==> config.mk <==
export PLATFORM = sky130hd
export DESIGN_NAME = ip_rewrite_table_req_sender
export DESIGN_NICKNAME = d
export VERILOG_FILES = /design/src/rtl/ip_rewrite_table_req_sender.sv
export SDC_FILE = /design/constraint.sdc
export NUM_CORES = 1
export LEC_CHECK = 0
export ABC_AREA = 1
export CORE_AREA = 2 2 440 442
export DETAILED_ROUTE_END_ITERATION = 10
export DIE_AREA = 0 0 442 444
export PLACE_DENSITY = 0.32
export SYNTH_ARGS = -nofsm -noshare
export SYNTH_HDL_FRONTEND = slang
export SYNTH_SLANG_ARGS = --single-unit
==> constraint.sdc <==
create_clock -name clk -period 1.85 [get_ports clk]
set_clock_uncertainty 0.05 [all_clocks]
set_input_delay 0.2775 -clock clk [delete_from_list [all_inputs] [get_ports clk]]
set_output_delay 0.2775 -clock clk [all_outputs]
set_load 0.01 [all_outputs]
==> src/rtl/ip_rewrite_table_req_sender.sv <==
// Initiator for the IP-rewrite table-adjust protocol: sends one header+data request
// to the lookup-table controller, waits for a single-flit ack, and reports done/err.
`ifndef NOC_DATA_WIDTH
`define NOC_DATA_WIDTH 512
`endif
`ifndef MSG_SRC_X_WIDTH
`define MSG_SRC_X_WIDTH 8
`endif
`ifndef MSG_SRC_Y_WIDTH
`define MSG_SRC_Y_WIDTH 8
`endif
`ifndef MSG_FBITS_WIDTH
`define MSG_FBITS_WIDTH 4
`endif
`ifndef MSG_LENGTH_WIDTH
`define MSG_LENGTH_WIDTH 22
`endif
`ifndef MSG_TYPE_WIDTH
`define MSG_TYPE_WIDTH 8
`endif
`ifndef IP_ADDR_W
`define IP_ADDR_W 32
`endif
`ifndef PORT_NUM_W
`define PORT_NUM_W 16
`endif
`ifndef IP_REWRITE_ADJUST_TABLE
`define IP_REWRITE_ADJUST_TABLE 8'h2c
`endif
`ifndef IP_REWRITE_TABLE_CTRL_FBITS
`define IP_REWRITE_TABLE_CTRL_FBITS 2
`endif

module ip_rewrite_table_req_sender #(
   parameter int SRC_X          = -1,
   parameter int SRC_Y          = -1,
   parameter int SRC_FBITS      = 0,
   parameter int DST_X          = -1,
   parameter int DST_Y          = -1,
   parameter int DST_FBITS      = `IP_REWRITE_TABLE_CTRL_FBITS,
   parameter int TIMEOUT_CYCLES = 1024
) (
   input  logic                        clk,
   input  logic                        rst,
   input  logic                        req_val,
   input  logic [`IP_ADDR_W-1:0]       req_their_ip,
   input  logic [`PORT_NUM_W-1:0]      req_their_port,
   input  logic [`PORT_NUM_W-1:0]      req_our_port,
   input  logic [`IP_ADDR_W-1:0]       req_rewrite_addr,
   output logic                        req_rdy,
   output logic                        noc_out_val,
   output logic [`NOC_DATA_WIDTH-1:0]  noc_out_data,
   input  logic                        noc_out_rdy,
   input  logic                        noc_in_val,
   input  logic [`NOC_DATA_WIDTH-1:0]  noc_in_data,
   output logic                        noc_in_rdy,
   output logic                        done_val,
   output logic                        done_err,
   input  logic                        done_rdy
);
   localparam int XW    = `MSG_SRC_X_WIDTH;
   localparam int YW    = `MSG_SRC_Y_WIDTH;
   localparam int FW    = `MSG_FBITS_WIDTH;
   localparam int LEN_W = `MSG_LENGTH_WIDTH;
   localparam int TYP_W = `MSG_TYPE_WIDTH;
   localparam int DW    = `NOC_DATA_WIDTH;
   localparam int HDR_USED_W = 2 * (XW + YW + FW) + LEN_W + TYP_W;
   localparam int CNT_W = (TIMEOUT_CYCLES > 2) ? $clog2(TIMEOUT_CYCLES) : 1;

   localparam logic [XW-1:0]    SRC_X_T  = SRC_X[XW-1:0];
   localparam logic [YW-1:0]    SRC_Y_T  = SRC_Y[YW-1:0];
   localparam logic [FW-1:0]    SRC_F_T  = SRC_FBITS[FW-1:0];
   localparam logic [XW-1:0]    DST_X_T  = DST_X[XW-1:0];
   localparam logic [YW-1:0]    DST_Y_T  = DST_Y[YW-1:0];
   localparam logic [FW-1:0]    DST_F_T  = DST_FBITS[FW-1:0];
   localparam logic [TYP_W-1:0] ADJ_TYPE = `IP_REWRITE_ADJUST_TABLE;

   typedef struct packed {
      logic [XW-1:0]            dst_x;
      logic [YW-1:0]            dst_y;
      logic [FW-1:0]            dst_fbits;
      logic [LEN_W-1:0]         msg_len;
      logic [TYP_W-1:0]         msg_type;
      logic [XW-1:0]            src_x;
      logic [YW-1:0]            src_y;
      logic [FW-1:0]            src_fbits;
      logic [DW-HDR_USED_W-1:0] padding;
   } beehive_noc_hdr_flit;

   typedef struct packed {
      logic [`IP_ADDR_W-1:0]  their_ip;
      logic [`PORT_NUM_W-1:0] their_port;
      logic [`PORT_NUM_W-1:0] our_port;
      logic [`IP_ADDR_W-1:0]  rewrite_addr;
   } ip_rewrite_table_req;

   localparam int IP_REWRITE_TABLE_REQ_W = $bits(ip_rewrite_table_req);

   typedef enum logic [2:0] {
      IDLE, SEND_HDR, SEND_DATA, WAIT_RESP, DRAIN, DONE
   } state_e;

   state_e              state, state_next;
   ip_rewrite_table_req req_r;
   logic                err_r;
   logic [CNT_W-1:0]    tcnt;
   logic [LEN_W-1:0]    drain_cnt;

   beehive_noc_hdr_flit hdr_flit, resp_hdr;
   logic [DW-1:0]       data_flit;
   logic                resp_good, timeout_hit;
   logic                unused_resp_bits;

   always_comb begin
      hdr_flit           = '0;
      hdr_flit.dst_x     = DST_X_T;
      hdr_flit.dst_y     = DST_Y_T;
      hdr_flit.dst_fbits = DST_F_T;
      hdr_flit.src_x     = SRC_X_T;
      hdr_flit.src_y     = SRC_Y_T;
      hdr_flit.src_fbits = SRC_F_T;
      hdr_flit.msg_len   = LEN_W'(1);
      hdr_flit.msg_type  = ADJ_TYPE;
   end

   assign data_flit = {req_r, {(DW - IP_REWRITE_TABLE_REQ_W){1'b0}}};
   assign resp_hdr  = beehive_noc_hdr_flit'(noc_in_data);
   assign resp_good = (resp_hdr.msg_type == ADJ_TYPE) && (resp_hdr.src_x == DST_X_T) &&
                      (resp_hdr.src_y == DST_Y_T) && (resp_hdr.msg_len == '0);
   assign timeout_hit = (tcnt == CNT_W'(TIMEOUT_CYCLES - 1));
   assign unused_resp_bits = ^{resp_hdr.dst_x, resp_hdr.dst_y, resp_hdr.dst_fbits,
                               resp_hdr.src_fbits, resp_hdr.padding};

   always_ff @(posedge clk) begin
      if (rst) state <= IDLE;
      else     state <= state_next;
   end

   // Outputs are forced low during reset so req_rdy only rises once rst is released.
   always_comb begin
      state_next   = state;
      req_rdy      = 1'b0;
      noc_out_val  = 1'b0;
      noc_out_data = '0;
      noc_in_rdy   = 1'b0;
      done_val     = 1'b0;
      done_err     = 1'b0;
      unique case (state)
         IDLE: begin
            req_rdy    = 1'b1;
            noc_in_rdy = 1'b1;
            if (req_val) state_next = SEND_HDR;
         end
         SEND_HDR: begin
            noc_out_val  = 1'b1;
            noc_out_data = hdr_flit;
            if (noc_out_rdy) state_next = SEND_DATA;
         end
         SEND_DATA: begin
            noc_out_val  = 1'b1;
            noc_out_data = data_flit;
            if (noc_out_rdy) state_next = WAIT_RESP;
         end
         WAIT_RESP: begin
            noc_in_rdy = 1'b1;
            if (noc_in_val)       state_next = (resp_hdr.msg_len != '0) ? DRAIN : DONE;
            else if (timeout_hit) state_next = DONE;
         end
         DRAIN: begin
            noc_in_rdy = 1'b1;
            if (noc_in_val && drain_cnt == LEN_W'(1)) state_next = DONE;
         end
         DONE: begin
            done_val = 1'b1;
            done_err = err_r;
            if (done_rdy) state_next = IDLE;
         end
         default: state_next = IDLE;
      endcase
      if (rst) begin
         req_rdy      = 1'b0;
         noc_out_val  = 1'b0;
         noc_out_data = '0;
         noc_in_rdy   = 1'b0;
         done_val     = 1'b0;
         done_err     = 1'b0;
      end
   end

   always_ff @(posedge clk) begin
      if (rst) begin
         req_r     <= '0;
         err_r     <= 1'b0;
         tcnt      <= '0;
         drain_cnt <= '0;
      end else begin
         unique case (state)
            IDLE: if (req_val) begin
               req_r.their_ip     <= req_their_ip;
               req_r.their_port   <= req_their_port;
               req_r.our_port     <= req_our_port;
               req_r.rewrite_addr <= req_rewrite_addr;
            end
            SEND_DATA: if (noc_out_rdy) tcnt <= '0;
            WAIT_RESP: begin
               tcnt <= tcnt + CNT_W'(1);
               if (noc_in_val) begin
                  err_r <= ~resp_good;
                  if (resp_hdr.msg_len != '0) drain_cnt <= resp_hdr.msg_len;
               end else if (timeout_hit) begin
                  err_r <= 1'b1;
               end
            end
            DRAIN: if (noc_in_val) drain_cnt <= drain_cnt - LEN_W'(1);
            default: ;
         endcase
      end
   end
endmodule

---- After elaboration in Yosys (flattened, before gate mapping) ----
Index checks and enable logic that the tools add are counted.
operators by class
  add/subtract/negate cells ............... 2
  multiply operators ...................... 0
  divide/modulo/power cells ............... 0
  order comparisons ....................... 0
  equal/unequal tests ..................... 19
  shifts and indexed selects .............. 0
  mux-type cells .......................... 29
  bitwise operators ....................... 1
  reductions and logical operators ........ 17
operators by type and width
  kind                     number
  $pmux W512 S2            1
  $mux W512                1
  $mux W22                 3
  $pmux W22 S2             1
  $eq A22 B1 Y1 const B    1
  $logic_not A22 Y1        1
  $reduce_bool A22 Y1      1
  $sub A22 B1 Y22 const B  1
  $mux W3                  7
  $pmux W10 S2             1
  $pmux W3 S6              1
  $eq A8 B8 Y1 const B     2
  $ne A2 B2 Y1 const B     8
  $mux W1                  13
  $add A10 B1 Y10 const B  1
  $eq A10 B10 Y1 const B   1
  $mux W10                 1
  $eq A8 B6 Y1 const B     1
  $eq A3 B2 Y1 const B     2
  $eq A3 B3 Y1 const B     2
  $reduce_and A2 Y1        3
  $reduce_and A6 Y1        1
  $reduce_bool A2 Y1       3
  $logic_and A1 B1 Y1      4
  7 further kinds          7
storage, ports and cells
  register bits after elaboration ......... 132
  latch bits .............................. 0
  bits in writable memories ............... 0
  bits in read-only memories .............. 0
  input port bits ......................... 614
  logic and storage cells ................. 76
  memories ................................ 0

---- Depth between registers and ports, before layout ----
  depth in word-level cells ............... 6
  mapped depth ............................ 11

---- Worst setup path before layout ----
Ideal clock, no wire load.
  path type ............................... flip-flop to output port
  start ................................... register state[2]
  end ..................................... output port noc_out_data[502]
  data arrival time ....................... 1.354 ns
  path slack .............................. 0.168 ns
  stages on the path, launching flop included .. 8
  path buffers ............................ 2
  cell sequence ........................... dfxtp_1 -> inv_1 -> nand3_1 -> nand2_1 -> nand2_1 -> buf_2 -> buf_2 -> a21oi_1
between the ends
  cells in the longest elaborated chain, start to end .. 3
  elaborated cells on any way between the ends .. 4
RTL lines
  item                                          line  RTL
  start, declared                               103   state_e state, state_next;
  start signal, assigned                        136   else state <= state_next;
  $eq A3 B2 Y1 or $eq A3 B1 Y1 (tied branches)  148   unique case (state)
  $pmux W512 S2 *                               148
  $mux W512 *                                   180   if (rst) begin
  end, declared                                 52    output logic [`NOC_DATA_WIDTH-1:0] noc_out_data,
Mark *: on every way between the ends. The rest lies on a longest branch, timed or not.

---- Worst setup path after layout ----
  start ................................... register state[2]
  end ..................................... output port noc_out_data[507]
Same word-level chain as after synthesis.

==> metrics.md <==
| Metric | Value |
|---|---|
| Outcome | `complete, but fails checks` |
| Violated checks | `negative setup slack` |
| Total number of vias | `9263` |
| Die H | `444 µm` |
| IO buf count | `248` |
| P&R area growth vs syn | `88.8%` |
| Largest family of logic cells by synthesized area | `buffers and inverters` |
| Yosys reg bits | `132` |
| Hold Path Class | `in2reg` |
| Post-Syn Area | `9610 µm²` |
| CP Class | `reg2out` |
| Main area contributors after synthesis | `buf_4 32%, dfxtp_1 27%, a21oi_1 8.5%` |
| RSZ-0062 raised after global routing | `yes` |
| Mux cell area share after synthesis | `0%` |
| Synth Area in Simple Gates | `15.7%` |
| Gr usage total | `4.67%` |
| Syn Area/Cell | `6.87 µm²` |
| DRT Pass-1 Iters | `4` |
| Global-route wire length before repair | `63100 µm` |
| Slowest stage cell on the critical path | `dfxtp_2` |
| Boundary Pins | `1131` |
| Max-cap violation count | `0` |
| Crit path time final | `2240 ps` |
| Crit-path max FO | `5` |
| Net switching power figure | `8.33 mW` |
| Share of cells above drive strength 1 | `33.0%` |
| Peak supply drop | `701 µV` |
| Count of final hold-check violations | `0` |
| Detailed Route WL | `50300 µm` |
| Synth Instances | `1399` |
| Clock Power Share | `18.4%` |
| HPWL after DPL | `33000 µm` |
| Most frequent cell after synthesis | `buf_4` |
| Die W | `442 µm` |
| Full die area | `196000 µm²` |
| Synth Area in Compound Gates | `15.4%` |
| Grt total ovfl | `0` |
| Tcrit/Tclk final | `121%` |
| Int Pwr | `10.8 mW` |
| Clk sink count | `132` |
| Setup Total Neg Slack | `-38140 ps` |
| Vias in the first global route | `8225` |
| TritonCTS clock tree | `done` |
| Adder-cell share of the synthesized area | `0.390%` |
| Clk slew on worst S/H paths | `70 ps` |
| Initial antenna violation count | `15` |
| Final worst slack | `-395 ps` |
| Sequential share of the synthesized area | `27.5%` |
| Final Util | `9.47%` |
| Worst Setup SP | `state[2]` |
| Cell Chain, Critical Path | `inv_2, buf_6, nand3_4, buf_12, buf_8, buf_16, buf_6, a21oi_2, buf_2` |
| DRT antenna net count | `0` |
| # rows | `161` |
| Switching Share | `43.4%` |
| Final Max Slew Viols | `0` |
| Core area | `192000 µm²` |
| CP delay by family, top | `buffers and inverters` |
| Initial Util | `5.02%` |
| Post-synth EDFFs | `0` |
| Clock root buffer | `clkbuf_16` |
| Async set-or-reset flop fraction in the synthesized netlist | `0%` |
| H-Tree Level Count | `4` |
| Worst setup EP type | `output pin` |
| Area share of the largest cell type after synthesis | `32.5%` |
| Slew HR | `57.0%` |
| Crit-path most repeated cell | `buf_6` |
| Clock buffer depth | `2` |
| Placer Congestion | `0.707` |
| Worst r2r src | `state[0]` |
| Pwr/cell area | `1060 nW/µm²` |
| Clk Latency, worst-skew pair | `500 ps` |
| Slew @ Worst Pin | `645 ps` |
| Synthesis warning total | `0` |
| DRC Markers | `0` |
| Leak | `7.18 nW` |
| Hold Crit Start | `rst` |
| Synth Flop Type | `dfxtp_1` |
| Crit path arrival time | `1920 ps` |
| Xor and xnor fraction of the mapped netlist area | `0.182%` |
| Buf+Inv Stages, Crit Path | `7` |
| Cell taking the most area after synthesis | `buf_4` |
| Worst path max stage delay | `320 ps` |
| Distinct cells, synth | `38` |
| WL per Instance | `11.5 µm` |
| Starting DRC count in detailed routing | `308` |
| Final Net Count | `2432` |
| Num CTS Buffers | `17` |
| Combinational Power Share | `61.1%` |
| F_max | `445 MHz` |
| Via density per instance | `2.13` |
| Setup crit start kind | `register` |
| Req. time, crit path | `1520 ps` |
| Pin count of the biggest net entering global routing | `52` |
| Final setup vio count | `216` |
| Seq pwr share | `20.5%` |
| Synth cell count leaders | `416 x buf_4, 163 x a21oi_1, 138 x inv_1` |
-- what timing repair did --
item / CTS / global route
hold endpoints to repair: 0 / 0
pin swaps: 18 / 74
gates cloned: 11 / 20
setup endpoints to repair: 103 / 221
resized for setup: 551 / 449
buffers inserted: 44 / 42
hold buffers: 0 / 0
-- final cells by class --
type	count	area, µm²
antenna	4	10.0
clock buffer	18	439
clock inverter	14	125
fill	22200	173000
inverter	142	547
multi-input combinational	1059	6060
sequential	132	2650
tap	2526	3160
timing repair buffer	463	5160
-- registers in the layout, indices dropped and copies added, names as in the netlist --
name       flops
state          3
tcnt          10
data_flit     96
err_r          1
drain_cnt     22
-- layer usage --
| layer | wire length [µm] | track usage (%) |
|---|---|---|
| met2 | 25500 | 7.99 |
| met4 | 779 | 1.25 |
| met3 | 3330 | 1.77 |
| met5 | 64 | 0 |
| met1 | 20600 | 5.40 |
-- power by group through the flow --
| stage | Sequential (mW) | Clock (mW) | Combinational [mW] |
|---|---|---|---|
| finish | 3.93 | 3.53 | 11.7 |
| global route | 4.03 | 3.84 | 12.7 |
| CTS | 3.94 | 3.75 | 9.17 |
| detailed placement | 3.99 | 0 | 6.81 |
| global placement | 3.98 | 0 | 6.86 |
| floorplan | 3.93 | 0 | 4.20 |
-- worst paths after layout --
path / end / slack (ps) / cells after the start
worst min-delay path: tcnt[7] / 250 / 3
worst max register to register: data_flit[508] / -190 / 13
worst max-delay path: noc_out_data[507] / -390 / 9
worst min register to register: data_flit[493] / 410 / 2
-- layout by cell type (no fill, tap or decap), types with 33 or more instances in the layout --
cell type and count:
nand3_1 35, clkbuf_16 33, clkdlybuf4s50_1 146, o21ai_2 58, inv_1 134, nor3_4 42
nor2_1 78, buf_4 81, nand2_1 123, buf_6 68, conb_1 416, buf_12 41
buf_2 74, a21oi_2 77, dfxtp_1 129, a21oi_1 76
-- tightest hold or removal path: cells and delay by family --
kind | cells | cell delay [ps]
AO/OA/AOI/OAI | 1 | 70
buffers and inverters | 2 | 370
-- cells by family after synthesis --
family,after synthesis
AOI/OAI and AO/OA,293
xor gates and xnor gates,2
adders and majority gates,3
buffers and inverters,623
DFF,132
other,1
and+or+nand+nor,345
-- metrics by stage --
step | setup slack, ps | hold slack, ps | instance area (µm²) | power (mW) | cells
after floorplan | 168 | 380 | 11200 | 8.12 | 1814
after global placement | -615 | 391 | 14500 | 10.8 | 4219
after detailed placement | -585 | 395 | 14500 | 10.8 | 4219
after CTS | -551 | 185 | 16100 | 16.9 | 4305
after global routing | -527 | 226 | 18100 | 20.6 | 4355
final | -395 | 251 | 18100 | 19.2 | 4358
Power figures use the tool's default switching activity.
